$ cat src/rtl/timing_meter.sv
// timing_meter
//   Measures the raster timing and peak active luma of a pixel stream.
//   All inputs are qualified by ce_pix. Horizontal results are latched at
//   every line start (HSync falling), vertical results and peak luma at every
//   frame start (VSync rising). The first frame start after reset or timeout
//   only arms the measurement.
//
// Ports
//   clk, reset     : clock, synchronous active-high reset
//   ce_pix         : pixel enable, qualifies every input below
//   HBlank, VBlank : active-high blanking
//   HSync          : active-low horizontal sync
//   VSync          : active-high vertical sync
//   video          : 8-bit luma sample
//   h_total, h_active, hs_width : last complete line (samples)
//   v_total, v_active, vs_width : last complete frame (line starts)
//   peak_luma      : max active luma of the last complete frame
//   frame_count    : frame starts seen since reset (wraps)
//   new_frame      : one-clk pulse when frame results update
//   valid          : results present and no timeout since
//   stable         : last two latched timing tuples were identical
module timing_meter (
  input  logic        clk,
  input  logic        reset,
  input  logic        ce_pix,
  input  logic        HBlank,
  input  logic        HSync,
  input  logic        VBlank,
  input  logic        VSync,
  input  logic [7:0]  video,
  output logic [9:0]  h_total,
  output logic [9:0]  h_active,
  output logic [9:0]  hs_width,
  output logic [9:0]  v_total,
  output logic [9:0]  v_active,
  output logic [9:0]  vs_width,
  output logic [7:0]  peak_luma,
  output logic [15:0] frame_count,
  output logic        new_frame,
  output logic        valid,
  output logic        stable
);

  localparam logic [9:0] CNT_MAX = 10'd1023;

  logic        hs_prev_reg, vs_prev_reg;
  logic [9:0]  h_cnt_reg, ha_cnt_reg, hsw_cnt_reg;
  logic [9:0]  v_cnt_reg, va_cnt_reg, vsw_cnt_reg;
  logic [7:0]  peak_reg;
  logic        line_armed_reg, frame_armed_reg, ref_valid_reg;
  logic [59:0] ref_tuple_reg;

  logic        line_start, frame_start, qual, timeout;
  logic        line_latch, frame_latch;
  logic [9:0]  h_cnt_next, ha_cnt_next, hsw_cnt_next;
  logic [9:0]  v_cnt_next, va_cnt_next, vsw_cnt_next;
  logic [9:0]  h_total_next, h_active_next, hs_width_next;
  logic [7:0]  peak_next;
  logic [59:0] tuple_new;

  function automatic logic [9:0] sat_inc(input logic [9:0] v, input logic en);
    sat_inc = (en && (v != CNT_MAX)) ? v + 10'd1 : v;
  endfunction

  always_comb begin
    line_start  = ce_pix & hs_prev_reg & ~HSync;
    frame_start = ce_pix & ~vs_prev_reg & VSync;
    qual        = ~HBlank & ~VBlank;

    // A line start restarts the pixel counters with the current sample counted.
    h_cnt_next   = line_start ? 10'd1 : sat_inc(h_cnt_reg, 1'b1);
    ha_cnt_next  = line_start ? {9'd0, ~HBlank} : sat_inc(ha_cnt_reg, ~HBlank);
    hsw_cnt_next = line_start ? 10'd1 : sat_inc(hsw_cnt_reg, ~HSync);

    // A line start coincident with a frame start becomes line 1 of the new frame.
    if (frame_start) begin
      v_cnt_next   = {9'd0, line_start};
      va_cnt_next  = {9'd0, line_start & ~VBlank};
      vsw_cnt_next = {9'd0, line_start & VSync};
    end else begin
      v_cnt_next   = sat_inc(v_cnt_reg, line_start);
      va_cnt_next  = sat_inc(va_cnt_reg, line_start & ~VBlank);
      vsw_cnt_next = sat_inc(vsw_cnt_reg, line_start & VSync);
    end

    // Fires on every sample that leaves a counter at its ceiling, so a stuck
    // sync keeps the meter disarmed until activity resumes.
    timeout = ce_pix & ((h_cnt_next == CNT_MAX) | (v_cnt_next == CNT_MAX));

    line_latch  = line_start & line_armed_reg & ~timeout;
    frame_latch = frame_start & frame_armed_reg & ~timeout;

    h_total_next  = line_latch ? h_cnt_reg   : h_total;
    h_active_next = line_latch ? ha_cnt_reg  : h_active;
    hs_width_next = line_latch ? hsw_cnt_reg : hs_width;

    // Stability compares the values the outputs will show after this edge,
    // so a coincident line latch is already included.
    tuple_new = {h_total_next, h_active_next, hs_width_next,
                 v_cnt_reg, va_cnt_reg, vsw_cnt_reg};

    if (frame_start) begin
      peak_next = qual ? video : 8'd0;
    end else if (qual && (video > peak_reg)) begin
      peak_next = video;
    end else begin
      peak_next = peak_reg;
    end
  end

  always_ff @(posedge clk) begin
    if (reset) begin
      hs_prev_reg     <= 1'b1;
      vs_prev_reg     <= 1'b0;
      h_cnt_reg       <= '0;
      ha_cnt_reg      <= '0;
      hsw_cnt_reg     <= '0;
      v_cnt_reg       <= '0;
      va_cnt_reg      <= '0;
      vsw_cnt_reg     <= '0;
      peak_reg        <= '0;
      line_armed_reg  <= 1'b0;
      frame_armed_reg <= 1'b0;
      ref_valid_reg   <= 1'b0;
      ref_tuple_reg   <= '0;
      h_total         <= '0;
      h_active        <= '0;
      hs_width        <= '0;
      v_total         <= '0;
      v_active        <= '0;
      vs_width        <= '0;
      peak_luma       <= '0;
      frame_count     <= '0;
      new_frame       <= 1'b0;
      valid           <= 1'b0;
      stable          <= 1'b0;
    end else begin
      new_frame <= frame_latch;
      if (ce_pix) begin
        hs_prev_reg <= HSync;
        vs_prev_reg <= VSync;
        h_cnt_reg   <= h_cnt_next;
        ha_cnt_reg  <= ha_cnt_next;
        hsw_cnt_reg <= hsw_cnt_next;
        v_cnt_reg   <= v_cnt_next;
        va_cnt_reg  <= va_cnt_next;
        vsw_cnt_reg <= vsw_cnt_next;
        peak_reg    <= peak_next;
        h_total     <= h_total_next;
        h_active    <= h_active_next;
        hs_width    <= hs_width_next;
        if (frame_start) begin
          frame_count <= frame_count + 16'd1;
        end
        if (timeout) begin
          line_armed_reg  <= 1'b0;
          frame_armed_reg <= 1'b0;
          ref_valid_reg   <= 1'b0;
          valid           <= 1'b0;
          stable          <= 1'b0;
        end else begin
          if (line_start) begin
            line_armed_reg <= 1'b1;
          end
          if (frame_start) begin
            frame_armed_reg <= 1'b1;
          end
          if (frame_latch) begin
            v_total       <= v_cnt_reg;
            v_active      <= va_cnt_reg;
            vs_width      <= vsw_cnt_reg;
            peak_luma     <= peak_reg;
            valid         <= 1'b1;
            stable        <= ref_valid_reg && (tuple_new == ref_tuple_reg);
            ref_tuple_reg <= tuple_new;
            ref_valid_reg <= 1'b1;
          end
        end
      end
    end
  end

endmodule

$ cat config.mk
export PLATFORM = sky130hd
export DESIGN_NAME = timing_meter
export DESIGN_NICKNAME = d
export VERILOG_FILES = /design/src/rtl/timing_meter.sv
export SDC_FILE = /design/constraint.sdc
export NUM_CORES = 1
export LEC_CHECK = 0
export ABC_CLOCK_PERIOD_IN_PS = 4700
export CORE_MARGIN = 2
export CORE_UTILIZATION = 60
export DETAILED_ROUTE_END_ITERATION = 12
export PLACE_DENSITY = 0.9
export SLEW_MARGIN = 10
export SYNTH_ARGS = -nofsm -noshare
export SYNTH_HDL_FRONTEND = slang
export SYNTH_SLANG_ARGS = --single-unit
$ cat constraint.sdc
create_clock -name clk -period 4.7 [get_ports clk]
set_clock_uncertainty 0.05 [all_clocks]
set_input_delay 1.175 -clock clk [delete_from_list [all_inputs] [get_ports clk]]
set_output_delay 1.175 -clock clk [all_outputs]
set_load 0.005 [all_outputs]
# After elaboration in Yosys (flattened, before gate mapping)
# Index checks and enable logic that the tools add are counted.
# Widths: inputs -> output; s select.
# word_totals
register_bits	219
inputBits	15
# classes
add_sub_neg	7
order_cmp	1
eq_ne	9
muxes	26
bitwise	18
reduce_logical	25
# op_table
operator	count
$mux 10	15
$add 10x1->10 const B	6
$eq 60x60->1	1
$ne 10x10->1 const B	6
$mux 8	3
$eq 10x10->1 const B	2
$reduce_and 2->1	9
$add 16x1->16 const B	1
$reduce_bool 2->1	8
$and 1x1->1	12
$gt 8x8->1	1
$mux 1	8
$logic_and 1x1->1	7
$not 1->1	5
$reduce_and 3->1	1
$or 1x1->1	1

# Logic depth before layout (Yosys ltp)
# depth
ltp_word	15
ltp_mapped	13
depth_no_buf	12

# Worst setup path before layout
# OpenSTA, ideal clock, no wires.
# synth_timing
path_kind	input to register
from	input port HSync
to	register stable
setup_ns	0.069
arrival_time_ns	3.447
t_required_ns	4.581
path_slack_ns	1.134
path_stages	11
path_buffers	1
path_cell_list	nand3b_4 and2b_2 mux2i_1 a2111o_1 or3_4 buf_6 mux2i_1 nand4b_1 a2111oi_2 nand4_1 o21ai_1
# synth_via
elab_chain_cells	15
word_cells_on_any_way	23
classes_between	eq/ne (3); mux (8); bitwise (8); reduce/logical (4)
# synth_rtl
item	line_no	text
start: declaration	27	input logic HSync,
$not 1->1 (*)	66	line_start = ce_pix & hs_prev_reg & ~HSync;
$and 1x1->1 (*)	66	
$logic_and 1x1->1	62	sat_inc = (en && (v != CNT_MAX)) ? v + 10'd1 : v;
$mux 10	62	
$mux 10	76	if (frame_start) begin
$eq 10x10->1	88	timeout = ce_pix & ((h_cnt_next == CNT_MAX) | (v_cnt_next == CNT_MAX));
$or 1x1->1	88	
$and 1x1->1	88	
$not 1->1 (no line)	-	
$and 1x1->1	90	line_latch = line_start & line_armed_reg & ~timeout;
$mux 10, on equally long branches	95, 93, 94	
$eq 60x60->1	174	stable <= ref_valid_reg && (tuple_new == ref_tuple_reg);
$logic_and 1x1->1	174	
$mux 1	168	if (frame_latch) begin
$mux 1	155	if (timeout) begin
end signal: assignment	174	
end: declaration	41	output logic stable
# Every way passes the cells marked *; elsewhere a longest branch is shown, timed or not. The select of a mux whose other input is x is not followed.
# A chain may end at the register's enable or synchronous reset.

# Worst setup path after layout
# layout_timing
from	input port ce_pix
to	register stable
# layout_via
elab_chain_cells	15
word_cells_on_any_way	26
classes_between	eq/ne (3); mux (8); bitwise (11); reduce/logical (4)
# layout_rtl
item	line_no	text
start: declaration	25	input logic ce_pix,
$and 1x1->1 (2 in series)	66	
$logic_and 1x1->1	62	
$mux 10	62	
$mux 10	76	
$eq 10x10->1	88	
$or 1x1->1	88	
$and 1x1->1	88	
$not 1->1 (no line)	-	
$and 1x1->1	90	
$mux 10, on equally long branches	95, 93, 94	
$eq 60x60->1	174	
$logic_and 1x1->1	174	
$mux 1	168	
$mux 1	155	
# Parallel ways exist; a longest one is shown, timed or not. The select of a mux whose other input is x is not followed.

==> results.md <==
- Status: finished, final reports clean
- Crit path cell chain: clkdlybuf4s50_1 > nand3b_4 > and2b_2 > mux2i_1 > a2111o_1 > nor3_2 > buf_4 > nor2_1 > or2_2 > a2111oi_2 > nand4_1 > o21ai_1
- Initial DRT Pass Iterations: 7
- Initial Utilization: 60.83%
- Core ar.: 15030 um2
- Placed cell count: 1324
- Reg2reg end: v_total[1]$_SDFFE_PP0P_
- Critical-path maximum fanout: 12
- Final setup TNS: 0 ns
- Site Rows: 45
- Met3 usage: 6.240%
- Pint: 2.486 mW
- Max cap viols: 0
- Post-synthesis cell area: 9145 um2
- CTS resizes: 0
- Chip height: 127.5 um
- Vias in the first global route: 7611
- Area post-placement: 9981 um2
- Routed wire per std cell: 16.77 um
- Die W: 127.5 um
- Total routed wirelength: 22740 um
- Routability cong.: 0.9419
- Area of the multi-input gates: 4740 um2
- Largest net degree at the start of global routing: 60
- Synth warn: 0
- Worst hold margin: 0.4036 ns
- Clock Sinks: 189
- Register share of total power: 50.7%
- Power per cell area: 307.8 nW/um2
- Reg2reg setup slack: 1.33 ns
- Worst R2R Path Depth: 11
- Mean post-synth cell area: 8.180 um2
- Clk slew on worst S/H paths: 0.07 ns
- Netlist cell types: 64
- Total gr overflow: 0
- Post-DRT Antenna Nets: 0
- Max reg flops: 33
- Pwr Total: 3.248 mW
- Worst r2r src: h_cnt_reg[0]$_SDFFE_PP0P_
- Sw frac: 23.46%
- Via density: 5.973
- Final worst path period need: 4.038 ns
- Pleak: 3.913 nW
- Main synth FF type: dfxtp_1
- Worst setup SP type: primary input
- Total number of vias: 8100
- Seq/Total Area, Yosys: 41.37%
- Hold Crit Class: register to register
- Clock Latency Late Sink: 0.44 ns
- Worst path setup slack after routing: 0.6621 ns
- Final period util: 85.91%
- Max-slew headroom: 36.97%
- Max-slew violations: 0
- DRC: 0
- Share of post-route cells with drive strength above 1: 5.227%
- Clk buf depth: 2
- Combinational share of power: 6.0%
- I/O pins: 102
- DP Wirelength: 15890 um
- Final Setup Violations: 0
- Post-route insts no fill: 1356
- Crit path to: stable$_SDFFE_PP0P_
- RSZ-0062 raised after global routing: false
- Critical Path End Type: register
- Worst path max stage delay: 0.68 ns
- Critical path startpoint: ce_pix
- Design area: 10550 um2
- Setup repair bufs after CTS: 0
- Final cell utilization of the core: 70.20%
- GR Layer Usage met2: 46.74%
- Register bit total from synthesis: 189
- WP data required: 5.02 ns
- Num CTS Buffers: 17
- Die footprint: 16240 um2
- CTS tree: built
- Syn Inst Count: 1118
- Initial antenna violation count: 1
- EDFF count, synth: 0
- Iteration-0 DRC count of the detailed router: 811
- Fillers: 1142
- Arr. time, crit path: 4.36 ns
- Fraction of registers with async set/reset: 0%
- Switching power: 762.1 uW
- Synth Net Count: 1148
- Area Overhead vs Synth: 15.41%
- Clk pwr share: 43.3%
- Setup Crit Path Kind: primary input to register
- Clk Tree Root Cell: clkbuf_16
- Buffers added on ports: 101
- Max VDD drop: 276.8 uV
- Tot GR Track Use: 28.52%
- CTS Hold Bufs: 0
- Fin. Hold Viols: 0
- Max frequency: 0.2477 GHz
- Global route hottest layer: met2
- CTS H-tree depth: 4
- Worst-Margin Slew: 0.9455 ns
- Met1 layer usage reported by global route: 36.41%
- First-pass GRT wire length: 37280 um
- Setup WS pre-CTS: 0.2144 ns
- Register area: 3784 um2
- CP max stage cell: clkdlybuf4s50_1
- Final net count: 1185
[layer usage]
metal / up-vias / routed length, um
met5: - / 0
met4: 0 / 635
met3: 51 / 1731
met2: 335 / 10720
met1: 3812 / 9650
li1: 3902 / -
[synthesized netlist by cell type (10+ instances only)]
master | number | share of area [%]
a21oi_1 | 84 | 4.6
nor4_1 | 17 | 1.2
buf_2 | 11 | 0.60
clkbuf_1 | 46 | 1.9
mux2i_1 | 30 | 3.3
nand4_1 | 17 | 1.2
ha_1 | 15 | 2.1
inv_1 | 27 | 1.1
nor2_1 | 147 | 6.0
xnor2_1 | 21 | 2.0
dfxtp_1 | 189 | 41
o21ai_0 | 39 | 2.1
xor2_1 | 70 | 6.7
buf_4 | 34 | 2.8
nor3_1 | 10 | 0.55
and2_1 | 22 | 1.5
and3_1 | 24 | 1.6
a211oi_1 | 38 | 3.1
nand3_1 | 52 | 2.8
nand2_1 | 124 | 5.1
[placed cells by master (no fill, tap or decap), drive strengths merged, types with 26 or more instances in the layout]
| cell | n |
|---|---|
| nor2 | 148 |
| clkdlybuf4s50 | 100 |
| mux2i | 30 |
| dfxtp | 189 |
| a211oi | 38 |
| xor2 | 70 |
| a21oi | 84 |
| o21ai | 42 |
| and3 | 26 |
| nand2 | 124 |
| nand3 | 52 |
| inv | 29 |
[cells by family after synthesis]
group	count (synthesis)	synth area share, %
xor gates and xnor gates	91	8.715
adders and majority gates	15	2.052
DFF	189	41.37
AOI/OAI and AO/OA	210	14.08
and+or+nand+nor	458	23.64
buffers and inverters	125	6.854
muxes	30	3.284
[power by group through the flow]
stage,clock (mW),sequential (mW),combinational [mW]
after floorplan,0,1.67,0.136
after global placement,0,1.68,0.185
after detailed placement,0,1.68,0.190
after CTS,1.42,1.65,0.193
after global routing,1.49,1.65,0.214
final,1.41,1.65,0.194
[critical path: cells and delay by family]
| family | cells | cell delay, ns |
|---|---|---|
| simple gates | 6 | 1.24 |
| compound gates | 3 | 0.94 |
| buf+inv | 2 | 0.90 |
| mux | 1 | 0.10 |
[layout make-up]
cell class	count	share of cell area [%]
multi-input cells	804	44.91
well taps	188	2.229
flip-flops and latches	189	35.85
diodes	1	0.02371
clock inverters	8	0.7825
inverters	27	0.9603
repair buffers	116	10.62
clock buffers	23	4.624
[worst min path at each step]
stage / start / end / slack, ns / cells past startpoint
global placement: peak_luma[7]$_SDFFE_PP0P_ / peak_luma[7]$_SDFFE_PP0P_ / 0.39 / 2
floorplan: peak_reg[1]$_SDFFE_PP0P_ / peak_luma[1]$_SDFFE_PP0P_ / 0.39 / 2
finish: peak_luma[5]$_SDFFE_PP0P_ / peak_luma[5]$_SDFFE_PP0P_ / 0.40 / 2
global route: peak_luma[7]$_SDFFE_PP0P_ / peak_luma[7]$_SDFFE_PP0P_ / 0.43 / 2
detailed placement: peak_luma[5]$_SDFFE_PP0P_ / peak_luma[5]$_SDFFE_PP0P_ / 0.40 / 2
CTS: peak_luma[5]$_SDFFE_PP0P_ / peak_luma[5]$_SDFFE_PP0P_ / 0.41 / 2
(Power assumes the default switching activity.)
